--- src/rtl/dm_sba_host_pkg.sv ---
// Shared types for the debug-module system bus access engine:
// engine states, sberror codes and a helper that derives the widest
// legal access size from the host bus width.
package dm_sba_host_pkg;

    typedef enum logic [1:0] {
        SbaIdle    = 2'd0,
        SbaReqRd   = 2'd1,
        SbaReqWr   = 2'd2,
        SbaWaitRsp = 2'd3
    } sba_state_e;

    typedef enum logic [2:0] {
        SbErrNone    = 3'd0,
        SbErrTimeout = 3'd1,
        SbErrBus     = 3'd2,
        SbErrAlign   = 3'd3,
        SbErrSize    = 3'd4
    } sberr_e;

    // Largest sbaccess value (log2 of bytes) a bus of this width can carry.
    function automatic int unsigned sba_max_access(input int unsigned bus_width);
        return $clog2(bus_width / 8);
    endfunction

endpackage

--- src/rtl/dm_sba_lane_align.sv ---
// Byte-lane alignment for system bus accesses: byte enables, lane-shifted
// write data, right-aligned/zero-extended read data, and the size and
// alignment legality check for an access at a given byte offset.
module dm_sba_lane_align
    import dm_sba_host_pkg::*;
#(
    parameter int unsigned BusWidth = 32
) (
    input  logic [$clog2(BusWidth/8)-1:0] off_i,
    input  logic [2:0]                    access_i,
    input  logic [BusWidth-1:0]           wdata_i,
    input  logic [BusWidth-1:0]           rdata_i,
    output logic [BusWidth/8-1:0]         be_o,
    output logic [BusWidth-1:0]           wdata_o,
    output logic [BusWidth-1:0]           rdata_o,
    output sberr_e                        err_o
);
    localparam int unsigned ByteW        = BusWidth / 8;
    localparam int unsigned OffW         = $clog2(ByteW);
    localparam int unsigned SbaMaxAccess = sba_max_access(BusWidth);

    logic [7:0]          nbytes;
    logic [15:0]         be_full;
    logic [OffW-1:0]     off_mask;
    logic [BusWidth-1:0] data_mask;

    // Lane shifting, size masking and legality check for one access.
    always_comb begin
        nbytes   = 8'd1 << access_i;
        be_full  = (16'd1 << nbytes) - 16'd1;
        off_mask = OffW'(nbytes - 8'd1);
        if (nbytes >= 8'(ByteW)) begin
            data_mask = '1;
        end else begin
            data_mask = (BusWidth'(1) << {nbytes, 3'b000}) - BusWidth'(1);
        end
        be_o    = ByteW'(be_full) << off_i;
        wdata_o = wdata_i << {off_i, 3'b000};
        rdata_o = (rdata_i >> {off_i, 3'b000}) & data_mask;
        // An oversized access is reported ahead of misalignment.
        if (access_i > 3'(SbaMaxAccess)) begin
            err_o = SbErrSize;
        end else if ((off_i & off_mask) != '0) begin
            err_o = SbErrAlign;
        end else begin
            err_o = SbErrNone;
        end
    end

endmodule

--- src/rtl/dm_sba_host.sv ---
// System bus access host engine for the debug module: turns sbaddress/
// sbdata strobes into single host-bus transactions with lane alignment,
// autoincrement and error reporting.
// Optional feature: define DM_SBA_TIMEOUT_EN to abandon a transaction
// that sees no grant/response within TimeoutCycles cycles (error 1).
module dm_sba_host
    import dm_sba_host_pkg::*;
#(
    parameter int unsigned BusWidth      = 32,
    parameter int unsigned AddrWidth     = 32,
    parameter int unsigned TimeoutCycles = 1024
) (
    input  logic                   clk_i,
    input  logic                   rst_ni,
    input  logic                   dmactive_i,
    input  logic [AddrWidth-1:0]   sbaddress_i,
    input  logic                   sbaddress_write_valid_i,
    output logic [AddrWidth-1:0]   sbaddress_o,
    input  logic                   sbreadonaddr_i,
    input  logic                   sbreadondata_i,
    input  logic                   sbautoincrement_i,
    input  logic [2:0]             sbaccess_i,
    input  logic [BusWidth-1:0]    sbdata_i,
    input  logic                   sbdata_write_valid_i,
    input  logic                   sbdata_read_valid_i,
    output logic [BusWidth-1:0]    sbdata_o,
    output logic                   sbdata_valid_o,
    output logic                   sbbusy_o,
    output logic                   sberror_valid_o,
    output logic [2:0]             sberror_o,
    output logic                   host_req_o,
    output logic                   host_we_o,
    output logic [AddrWidth-1:0]   host_add_o,
    output logic [BusWidth-1:0]    host_wdata_o,
    output logic [BusWidth/8-1:0]  host_be_o,
    input  logic                   host_gnt_i,
    input  logic                   host_r_valid_i,
    input  logic                   host_err_i,
    input  logic [BusWidth-1:0]    host_r_rdata_i
);
    localparam int unsigned ByteW = BusWidth / 8;
    localparam int unsigned OffW  = $clog2(ByteW);

    sba_state_e          state_q, state_d;
    logic [AddrWidth-1:0] addr_q, addr_d;
    logic [AddrWidth-1:0] host_add_q, host_add_d;
    logic [BusWidth-1:0]  wdata_q, wdata_d;
    logic [ByteW-1:0]     be_q, be_d;
    logic                 we_q, we_d;
    logic [2:0]           access_q, access_d;
    logic [OffW-1:0]      off_q, off_d;
    logic [BusWidth-1:0]  sbdata_q, sbdata_d;
    logic                 sbdata_valid_q, sbdata_valid_d;
    logic                 err_valid_q, err_valid_d;
    sberr_e               err_q, err_d;

    logic [AddrWidth-1:0] addr_eff;
    logic                 trig_wr, trig_rd;
    logic [OffW-1:0]      align_off;
    logic [2:0]           align_access;
    logic [ByteW-1:0]     align_be;
    logic [BusWidth-1:0]  align_wdata, align_rdata;
    sberr_e               align_err;

`ifdef DM_SBA_TIMEOUT_EN
    localparam int unsigned CntW = $clog2(TimeoutCycles) + 1;
    logic [CntW-1:0] cnt_q, cnt_d;
    logic            timeout;
    assign timeout = (cnt_q == CntW'(TimeoutCycles - 1));
`else
    logic [31:0] unused_timeout_cycles;
    assign unused_timeout_cycles = TimeoutCycles;
`endif

    // An address written this cycle is the one a read-on-address must use.
    assign addr_eff = sbaddress_write_valid_i ? sbaddress_i : addr_q;
    assign trig_wr  = sbdata_write_valid_i;
    assign trig_rd  = (sbaddress_write_valid_i && sbreadonaddr_i) ||
                      (sbdata_read_valid_i && sbreadondata_i);

    // Idle: evaluate the candidate access; busy: realign the pending read.
    assign align_off    = (state_q == SbaIdle) ? addr_eff[OffW-1:0] : off_q;
    assign align_access = (state_q == SbaIdle) ? sbaccess_i : access_q;

    dm_sba_lane_align #(
        .BusWidth (BusWidth)
    ) u_lane_align (
        .off_i    (align_off),
        .access_i (align_access),
        .wdata_i  (sbdata_i),
        .rdata_i  (host_r_rdata_i),
        .be_o     (align_be),
        .wdata_o  (align_wdata),
        .rdata_o  (align_rdata),
        .err_o    (align_err)
    );

    // Next-state, request latching, completion and abort handling.
    always_comb begin
        state_d        = state_q;
        addr_d         = addr_eff;
        host_add_d     = host_add_q;
        wdata_d        = wdata_q;
        be_d           = be_q;
        we_d           = we_q;
        access_d       = access_q;
        off_d          = off_q;
        sbdata_d       = sbdata_q;
        sbdata_valid_d = 1'b0;
        err_valid_d    = 1'b0;
        err_d          = SbErrNone;
`ifdef DM_SBA_TIMEOUT_EN
        cnt_d          = (state_q == SbaIdle) ? '0 : cnt_q + CntW'(1);
`endif
        unique case (state_q)
            SbaIdle: begin
                if (trig_wr || trig_rd) begin
                    if (align_err != SbErrNone) begin
                        err_valid_d = 1'b1;
                        err_d       = align_err;
                    end else begin
                        state_d    = trig_wr ? SbaReqWr : SbaReqRd;
                        host_add_d = {addr_eff[AddrWidth-1:OffW], {OffW{1'b0}}};
                        be_d       = align_be;
                        wdata_d    = trig_wr ? align_wdata : '0;
                        we_d       = trig_wr;
                        access_d   = sbaccess_i;
                        off_d      = addr_eff[OffW-1:0];
`ifdef DM_SBA_TIMEOUT_EN
                        cnt_d      = '0;
`endif
                    end
                end
            end
            SbaReqRd, SbaReqWr: begin
                if (host_gnt_i) begin
                    state_d = SbaWaitRsp;
`ifdef DM_SBA_TIMEOUT_EN
                    cnt_d   = '0;
                end else if (timeout) begin
                    state_d     = SbaIdle;
                    err_valid_d = 1'b1;
                    err_d       = SbErrTimeout;
`endif
                end
            end
            SbaWaitRsp: begin
                if (host_r_valid_i) begin
                    state_d = SbaIdle;
                    if (host_err_i) begin
                        err_valid_d = 1'b1;
                        err_d       = SbErrBus;
                    end else begin
                        if (!we_q) begin
                            sbdata_d       = align_rdata;
                            sbdata_valid_d = 1'b1;
                        end
                        // A debugger address write in the same cycle wins.
                        if (sbautoincrement_i && !sbaddress_write_valid_i) begin
                            addr_d = addr_q + (AddrWidth'(1) << access_q);
                        end
                    end
`ifdef DM_SBA_TIMEOUT_EN
                end else if (timeout) begin
                    state_d     = SbaIdle;
                    err_valid_d = 1'b1;
                    err_d       = SbErrTimeout;
`endif
                end
            end
            default: state_d = SbaIdle;
        endcase
        // Debug module deactivated: drop everything, including in-flight responses.
        if (!dmactive_i) begin
            state_d        = SbaIdle;
            addr_d         = '0;
            host_add_d     = '0;
            sbdata_valid_d = 1'b0;
            err_valid_d    = 1'b0;
            err_d          = SbErrNone;
        end
    end

    // State and datapath registers.
    always_ff @(posedge clk_i or negedge rst_ni) begin
        if (!rst_ni) begin
            state_q        <= SbaIdle;
            addr_q         <= '0;
            host_add_q     <= '0;
            wdata_q        <= '0;
            be_q           <= '0;
            we_q           <= 1'b0;
            access_q       <= '0;
            off_q          <= '0;
            sbdata_q       <= '0;
            sbdata_valid_q <= 1'b0;
            err_valid_q    <= 1'b0;
            err_q          <= SbErrNone;
        end else begin
            state_q        <= state_d;
            addr_q         <= addr_d;
            host_add_q     <= host_add_d;
            wdata_q        <= wdata_d;
            be_q           <= be_d;
            we_q           <= we_d;
            access_q       <= access_d;
            off_q          <= off_d;
            sbdata_q       <= sbdata_d;
            sbdata_valid_q <= sbdata_valid_d;
            err_valid_q    <= err_valid_d;
            err_q          <= err_d;
        end
    end

`ifdef DM_SBA_TIMEOUT_EN
    // Cycles spent waiting in the current request/response phase.
    always_ff @(posedge clk_i or negedge rst_ni) begin
        if (!rst_ni) begin
            cnt_q <= '0;
        end else begin
            cnt_q <= cnt_d;
        end
    end
`endif

    assign sbaddress_o     = addr_q;
    assign sbdata_o        = sbdata_q;
    assign sbdata_valid_o  = sbdata_valid_q;
    assign sbbusy_o        = (state_q != SbaIdle);
    assign sberror_valid_o = err_valid_q;
    assign sberror_o       = err_q;
    assign host_req_o      = (state_q == SbaReqRd) || (state_q == SbaReqWr);
    assign host_we_o       = (state_q == SbaReqWr);
    assign host_add_o      = host_add_q;
    assign host_wdata_o    = wdata_q;
    assign host_be_o       = be_q;

endmodule

--- config.mk ---
export PLATFORM = sky130hd
export DESIGN_NAME = dm_sba_host
export DESIGN_NICKNAME = d
export VERILOG_FILES = /design/src/rtl/dm_sba_host_pkg.sv /design/src/rtl/dm_sba_lane_align.sv /design/src/rtl/dm_sba_host.sv
export SDC_FILE = /design/constraint.sdc
export NUM_CORES = 1
export LEC_CHECK = 0
export CAP_MARGIN = 20
export CORE_MARGIN = 2
export CORE_UTILIZATION = 31
export CTS_CLUSTER_DIAMETER = 30
export DETAILED_ROUTE_END_ITERATION = 6
export PLACE_DENSITY = 0.62
export SLEW_MARGIN = 20
export SYNTH_ARGS = -nofsm -noshare
export SYNTH_HDL_FRONTEND = slang
export SYNTH_SLANG_ARGS = --single-unit
--- constraint.sdc ---
create_clock -name clk_i -period 8.5 [get_ports clk_i]
set_clock_uncertainty 0.1 [all_clocks]
set_input_delay 1.275 -clock clk_i [delete_from_list [all_inputs] [get_ports clk_i]]
set_output_delay 1.275 -clock clk_i [all_outputs]
set_load 0.05 [all_outputs]
==> key figures, run 1 <==
Run status
  – Status: completed

Worst setup path
  – Kind of critical path: in -> reg
  – CP most frequent cell: buf_4
  – CP Capture Type: flip-flop
  – Critical path fanouts, max: 46
  – Slowest-stage cell, CP: nand2_2
  – Worst EP arrival: 4650 ps
  – Top Family by Delay on Critical Path: buffers and inverters
  – Max incr delay on CP: about 600 ps
  – WP data required: 8700 ps
  – CP cell instances: buf_2 -> buf_4 -> mux2i_1 -> a21oi_4 -> buf_4 -> a2111oi_4 -> nand2_2 -> a22o_1
  – Critical Path Start Type: primary input
  – Crit path buffers/inverters: 3

Synth
  – Top FF cell, synth: dfrtp_1
  – Post-synth EDFFs: 0
  – Mux cell area share after synthesis: 7.691%
  – Main combinational cell family by area after synthesis: compound AO/OA/AOI/OAI gates
  – Synth Area in XOR/XNOR: 2.798%
  – Avg Inst Size Synth: 9.238 um2
  – Ys async rst share: 100.0%
  – Simple-gate share of the synthesized area: 17.00%
  – Count of different cell masters after synthesis: 70
  – Seq/Total Area, Yosys: between 40% and 50%
  – Adder-Cell Fraction of Synth Area: 2.335%
  – Syn. warnings: 0
  – FF+latch count, synth: 143
  – Mapped Area: between 7000 and 8000 um2
  – Post-synthesis compound-gate area fraction: between 20% and 30%
  – Cells after Synth: 847

STA
  – Max Freq: between 200 and 250 MHz
  – Fin crit share: 52.31%
  – Setup WS post-layout: 4053 ps
  – Slew Limit Fails: 0
  – RSZ-0062 raised after global routing: no
  – Setup violators final: 0
  – Worst rel slew slack: 41.85%
  – Worst slew pin tran: roughly 870 ps
  – Tmin final: 4447 ps
  – Setup TNS: 0 ps
  – Final hold violation count: 0

Global routing
  – Grt total ovfl: 0
  – GRT Resource Usage Total: 20.02%
  – Initial antenna violation count: 3
  – Vias in the first global route: 7,080
  – First-pass GRT wire length: slightly above 40 mm
  – Largest net degree at the start of global routing: approximately 80

Die
  – Row Count: 58
  – Top Ports: around 250
  – Die area: 26,530 um2
  – Core area: 24,960 um2
  – Die Y: approximately 160 um
  – Initial Util: between 30% and 40%
  – Die X-Extent: 162.9 um

Clocking
  – Post-CTS Hold Buffers: 0
  – Setup Fix Bufs, Post-CTS: 0
  – CTS tree: yes
  – Htree depth: 4
  – Clock Sinks: 143
  – Longest Clk Path Bufs: 2
  – Clock Root Buffer: clkbuf_16
  – Clock Latency Late Sink: approximately 420 ps
  – CTS buffer count: 17
  – PostCTS Resize Cnt: 0
  – Clk slew on worst S/H paths: 70 ps

Power and ir drop
  – LEAKAGE: 4.769 nW
  – Pwr Density: 308.3 nW/um2
  – Maximum vdd drop: 0.1322 mV

Routing
  – DR DRC count: 0
  – Initial DRC count: 470
  – Antenna Nets Post-Route: 0
  – Wirelength, routed: 26.50 mm
  – DR pass1 iterations: 5
  – Routed length per instance: 18.66 um
  – Vias per cell: a little over 5
  – Vias: 7,312

Hold path
  – Hold Path Class: reg -> reg

Placement
  – Dpl ws: 3617 ps
  – Gpl congestion: 0.8463
  – DP Wirelength: 19.09 mm
  – Port Buffers: about 250

Finish
  – Nets: between 1k and 1.5k
  – Share of the core filled with cells: 44.71%
  – Layout cells sized above 1: 6.808%
  – Area grow syn2layout: 42.63%

Run
  – MaxCap Viol Count: 0
==> per-layer routing <==
layer	up-vias	GRT usage, %	share of wire [%]	wire length (um)
met5	-	0	0	0
li1	3497	-	-	-
met4	0	5.913	1.7	447
met3	27	4.023	5.5	1459
met1	3543	28.10	45	11940
met2	245	31.26	48	12650
==> placed cells by master (no fill, tap or decap), drive strengths merged, types with 21 or more instances in the layout <==
master         instances
a22o                  26
nor2                  56
mux2i                 51
o21ai                 78
a21oi                 61
clkdlybuf4s50        246
dfrtp                143
nand2                157
nand3                 22
inv                   21
==> metrics by stage <==
stage / hold slack, ps / instance area, um2 / cells / power [mW]
finish: 374.6 / 11160 / 1420 / 3.441
floorplan: 340.8 / 7829 / 848 / 2.147
global route: 405.9 / 11160 / 1419 / 3.633
detailed placement: 365.3 / 10590 / 1385 / 2.740
CTS: 380.3 / 11150 / 1417 / 3.471
global placement: 356.0 / 10590 / 1385 / 2.724
==> area by class of cell <==
type | count | area, um2
inverter | 15 | 56.30
timing repair buffer | 263 | 2595
fill | 2414 | 13800
antenna | 3 | 7.507
clock buffer | 18 | 439.2
sequential | 143 | 3578
clock inverter | 14 | 123.9
multi-input combinational | 634 | 3948
tap | 330 | 412.9
==> cells in the mapped netlist, types with 2 or more instances <==
| master | count | area, um2 |
|---|---|---|
| a2111oi_0 | 6 | 52.55 |
| a211oi_1 | 13 | 97.59 |
| a211oi_2 | 5 | 62.56 |
| a21boi_0 | 2 | 15.01 |
| a21o_1 | 6 | 45.04 |
| a21oi_1 | 60 | 300.3 |
| a221oi_1 | 3 | 26.28 |
| a22o_1 | 26 | 227.7 |
| a22oi_1 | 3 | 22.52 |
| a311oi_1 | 3 | 26.28 |
| a31oi_1 | 2 | 12.51 |
| a32o_1 | 8 | 80.08 |
| and2_1 | 5 | 31.28 |
| and3_1 | 13 | 81.33 |
| and3b_1 | 2 | 17.52 |
| buf_2 | 7 | 35.03 |
| buf_4 | 4 | 30.03 |
| buf_6 | 4 | 45.04 |
| clkbuf_1 | 39 | 146.4 |
| conb_1 | 2 | 7.510 |
| dfrtp_1 | 143 | 3578 |
| ha_1 | 13 | 162.7 |
| inv_1 | 14 | 52.55 |
| mux2_2 | 7 | 78.83 |
| mux2i_1 | 50 | 500.5 |
| nand2_1 | 155 | 581.8 |
| nand2b_1 | 3 | 18.77 |
| nand3_1 | 22 | 110.1 |
| nand3b_1 | 2 | 15.01 |
| nand4_1 | 8 | 50.05 |
| nor2_1 | 54 | 202.7 |
| nor2b_1 | 3 | 18.77 |
| nor3_1 | 7 | 35.03 |
| nor3b_1 | 5 | 37.54 |
| nor4_1 | 2 | 12.51 |
| o211ai_1 | 2 | 15.01 |
| o21a_1 | 4 | 30.03 |
| o21ai_0 | 76 | 380.4 |
| o22ai_1 | 3 | 18.77 |
| o311ai_0 | 3 | 26.28 |
| o31ai_1 | 3 | 22.52 |
| or3_1 | 4 | 25.02 |
| xnor2_1 | 13 | 113.9 |
| xor2_1 | 12 | 105.1 |
==> power by group <==
part | internal, mW | switching, mW | total [mW]
combinational | 0.600 | 1.17 | 1.77
sequential | 0.841 | 0.110 | 0.951
clock | 0.392 | 0.328 | 0.720
==> final timing paths <==
path | cells past startpoint | to | startpoint | slack [ps]
setup / recovery | 8 | host_wdata_o[7]$_DFFE_PN0P_ | sbaddress_write_valid_i | 4050
hold / removal | 1 | host_be_o[1]$_DFFE_PN0P_ | host_be_o[1]$_DFFE_PN0P_ | 370
setup reg to reg | 11 | host_wdata_o[7]$_DFFE_PN0P_ | state_q[0]$_DFFE_PN0P_ | 4530
hold reg to reg | 1 | host_be_o[1]$_DFFE_PN0P_ | host_be_o[1]$_DFFE_PN0P_ | 370
max in group asynchronous | 2 | host_add_o[4]$_DFFE_PN0P_ | rst_ni | 6350
min in group asynchronous | 1 | sbdata_o[28]$_DFFE_PN0P_ | rst_ni | 720
==> sequential cells by signal (all words and copies together) (netlist names) <==
register / count
host_add_o: 30
sberror_valid_o: 1
sberror_o: 3
access_q: 3
host_wdata_o: 32
sbdata_valid_o: 1
we_q: 1
state_q: 2
host_be_o: 4
off_q: 2
sbdata_o: 32
sbaddress_o: 32
==> cells by family after synthesis <==
family / count (synthesis)
and+or+nand+nor: 294
adders and majority gates: 14
other: 2
xor gates and xnor gates: 25
muxes: 58
DFF: 143
AOI/OAI and AO/OA: 240
buffers and inverters: 71
No activity file was read; power rests on OpenSTA's default activity.
==> run 2: changes to the inputs <==
--- a/config.mk
+++ b/config.mk
@@ -10,7 +10,7 @@
 export CORE_UTILIZATION = 31
 export CTS_CLUSTER_DIAMETER = 30
 export DETAILED_ROUTE_END_ITERATION = 6
-export PLACE_DENSITY = 0.62
+export PLACE_DENSITY = 0.65
 export SLEW_MARGIN = 20
 export SYNTH_ARGS = -nofsm -noshare
 export SYNTH_HDL_FRONTEND = slang
==> constraint.sdc (replaced) <==
create_clock -name clk_i -period 3.7 [get_ports clk_i]
set_clock_uncertainty 0.1 [all_clocks]
set_input_delay 0.555 -clock clk_i [delete_from_list [all_inputs] [get_ports clk_i]]
set_output_delay 0.555 -clock clk_i [all_outputs]
set_load 0.05 [all_outputs]
==> run 2 against run 1 <==
  * Power up 140%
  * Largest cell class unchanged
  * Cell area is 1.8% higher
  * Global-route usage rose by 0.16 points
  * Die area stayed put
  * Core utilization is 0.79 points higher
  * Flip-flop and latch count unchanged
  * Hold slack worse by 270 ps
  * Combinational power increased by 140%
  * Clock power rose by 150%
  * Non-clock buffer count grew 14
  * Wire length is 1.7% higher
  * Sequential power grew 130%
==> key figures, run 2 (synthesis gave the netlist of run 1 again) <==
Finish
  – # fillers: 2,427
  – Nets: 1,213
  – Commonest cells after routing, fill and taps aside: 246 x clkdlybuf4s50_1, 155 x nand2_1, 143 x dfrtp_1, 76 x o21ai_0, 59 x a21oi_1
  – Area taken by multi-input logic gates: 3948 um2
  – Commonest non-fill, non-tap cell in the layout: clkdlybuf4s50_1
  – Area grow syn2layout: 45.16%
  – Layout cells sized above 1: roughly 7.9%
  – Register area: 3578 um2

Global routing
  – Largest net degree at the start of global routing: between 90 and 100
  – Grt total ovfl: 0
  – First-pass GRT wire length: 41.90 mm
  – Vias in the first global route: between 7k and 8k
  – Initial antenna violation count: 1
  – GRT Resource Usage Total: between 20% and 30%

Routing
  – Vias: 7,390
  – Vias per cell: 5.161
  – Routed length per instance: 18.81 um
  – Antenna Nets Post-Route: 0
  – DR pass1 iterations: 5
  – DR DRC count: 0
  – Wirelength, routed: roughly 27 mm
  – Initial DRC count: 532

STA
  – Worst slew pin tran: 897.2 ps
  – Fin crit share: 93.61%
  – Worst rel slew slack: 40.19%
  – Tmin final: 3464 ps
  – Setup TNS: 0 ps
  – RSZ-0062 raised after global routing: no
  – Setup violators final: 0
  – Final hold violation count: 0
  – Max Freq: about 290 MHz
  – Worst hold margin: 105.1 ps
  – Slew Limit Fails: 0

Worst setup path
  – Reg2reg setup slack: 240 ps
  – Crit path buffers/inverters: 1
  – Critical path fanouts, max: 10
  – Max incr delay on CP: 510 ps
  – Kind of critical path: reg -> reg
  – CP Capture Type: flip-flop
  – Critical Path Start Type: flip-flop
  – Worst EP arrival: 3680 ps
  – Slowest-stage cell, CP: dfrtp_1
  – Top Family by Delay on Critical Path: simple AND/OR/NAND/NOR gates
  – WP data required: 3910 ps
  – CP cell instances: nor3_1 -> ha_1 -> inv_1 -> fa_1 -> nand2b_1 -> a21oi_1 -> o21ai_0 -> nor4_1 -> nand3_1 -> a22o_1 -> o21a_1

Clocking
  – Post-CTS Hold Buffers: 0
  – PostCTS Resize Cnt: 0
  – Clock Latency Late Sink: between 400 and 500 ps
  – Htree depth: 4
  – CTS buffer count: 17
  – CTS tree: yes
  – Longest Clk Path Bufs: 2
  – Setup Fix Bufs, Post-CTS: 0
  – Clk slew on worst S/H paths: 70 ps
  – Clock Root Buffer: clkbuf_16
  – Clock Sinks: 143

Power and ir drop
  – Seq pwr share: 26.6%
  – LEAKAGE: 4.875 nW
  – Clock power share: 21.9%
  – Net Sw Power: 3.753 mW
  – Combinational Power Share: 51.5%
  – Switch share: a little under half
  – Internal power: 4.427 mW
  – Pwr Density: between 700 and 800 nW/um2
  – Maximum vdd drop: ~0.46 mV

Die
  – Die X-Extent: 162.9 um
  – Row Count: 58
  – Die area: 26,530 um2
  – Core area: 24,960 um2
  – Initial Util: 31.35%
  – Die Y: 162.9 um
  – Top Ports: 251

Placement
  – Port Buffers: 248
  – Gpl congestion: 0.8197
  – DP Wirelength: 19.51 mm

Run status
  – Status: completed

Run
  – MaxCap Viol Count: 0

Hold path
  – Hold Path Class: in -> async
==> run 2: cell count changes in the layout (fill, tap and decap cells not counted), sizes merged <==
cell,change
buf,+14
bufinv,+2
clkinv,-2
diode,-2
==> run 2: power groups by stage <==
stage / Combinational (mW) / Clock (mW) / Sequential (mW)
after floorplan: 1.61 / 0 / 3.32
after global placement: 4.16 / 0 / 2.20
after detailed placement: 4.20 / 0 / 2.20
after CTS: 4.22 / 1.83 / 2.18
after global routing: 4.49 / 1.90 / 2.23
final: 4.21 / 1.79 / 2.18
==> run 2: area by class of cell <==
| cell class | count | share of cell area [%] |
|---|---|---|
| inverters | 15 | 0.4957 |
| multi-input cells | 634 | 34.75 |
| clock inverters | 14 | 1.520 |
| diodes | 1 | 0.02203 |
| repair buffers | 277 | 24.29 |
| flip-flops and latches | 143 | 31.50 |
| well taps | 330 | 3.635 |
| clock buffers | 18 | 3.778 |
==> run 2: path summary, 6_finish.rpt <==
check | from | end | cells past startpoint
max in group asynchronous | rst_ni | we_q$_DFFE_PN0P_ | 2
setup / recovery | access_q[0]$_DFFE_PN0P_ | sbaddress_o[26]$_DFF_PN0_ | 11
min in group clk_i | sbdata_o[16]$_DFFE_PN0P_ | sbdata_o[16]$_DFFE_PN0P_ | 2
hold / removal | rst_ni | sbdata_o[30]$_DFFE_PN0P_ | 1
hold reg to reg | sbdata_o[16]$_DFFE_PN0P_ | sbdata_o[16]$_DFFE_PN0P_ | 2
setup reg to reg | access_q[0]$_DFFE_PN0P_ | sbaddress_o[26]$_DFF_PN0_ | 11
==> run 2: metrics by stage <==
step / power (mW) / setup slack (ps) / instance area, um2 / utilization, % / std cells
after floorplan: 4.933 / 733.2 / 7829 / - / 848
after global placement: 6.359 / 163.4 / 10730 / 43.00 / 1398
after detailed placement: 6.407 / 109.0 / 10730 / 43.00 / 1398
after CTS: 8.229 / 275.9 / 11340 / 45.41 / 1430
after global routing: 8.619 / 30.59 / 11360 / 45.50 / 1432
final: 8.179 / 236.4 / 11360 / 45.50 / 1432
==> run 2: layer usage <==
layer | GRT usage (%) | share of wire, % | up-vias
met5 | 0 | 0 | -
met2 | 31.57 | 47 | 206
li1 | - | - | 3516
met1 | 28.12 | 46 | 3626
met3 | 3.540 | 4.1 | 42
met4 | 7.120 | 2.8 | 0
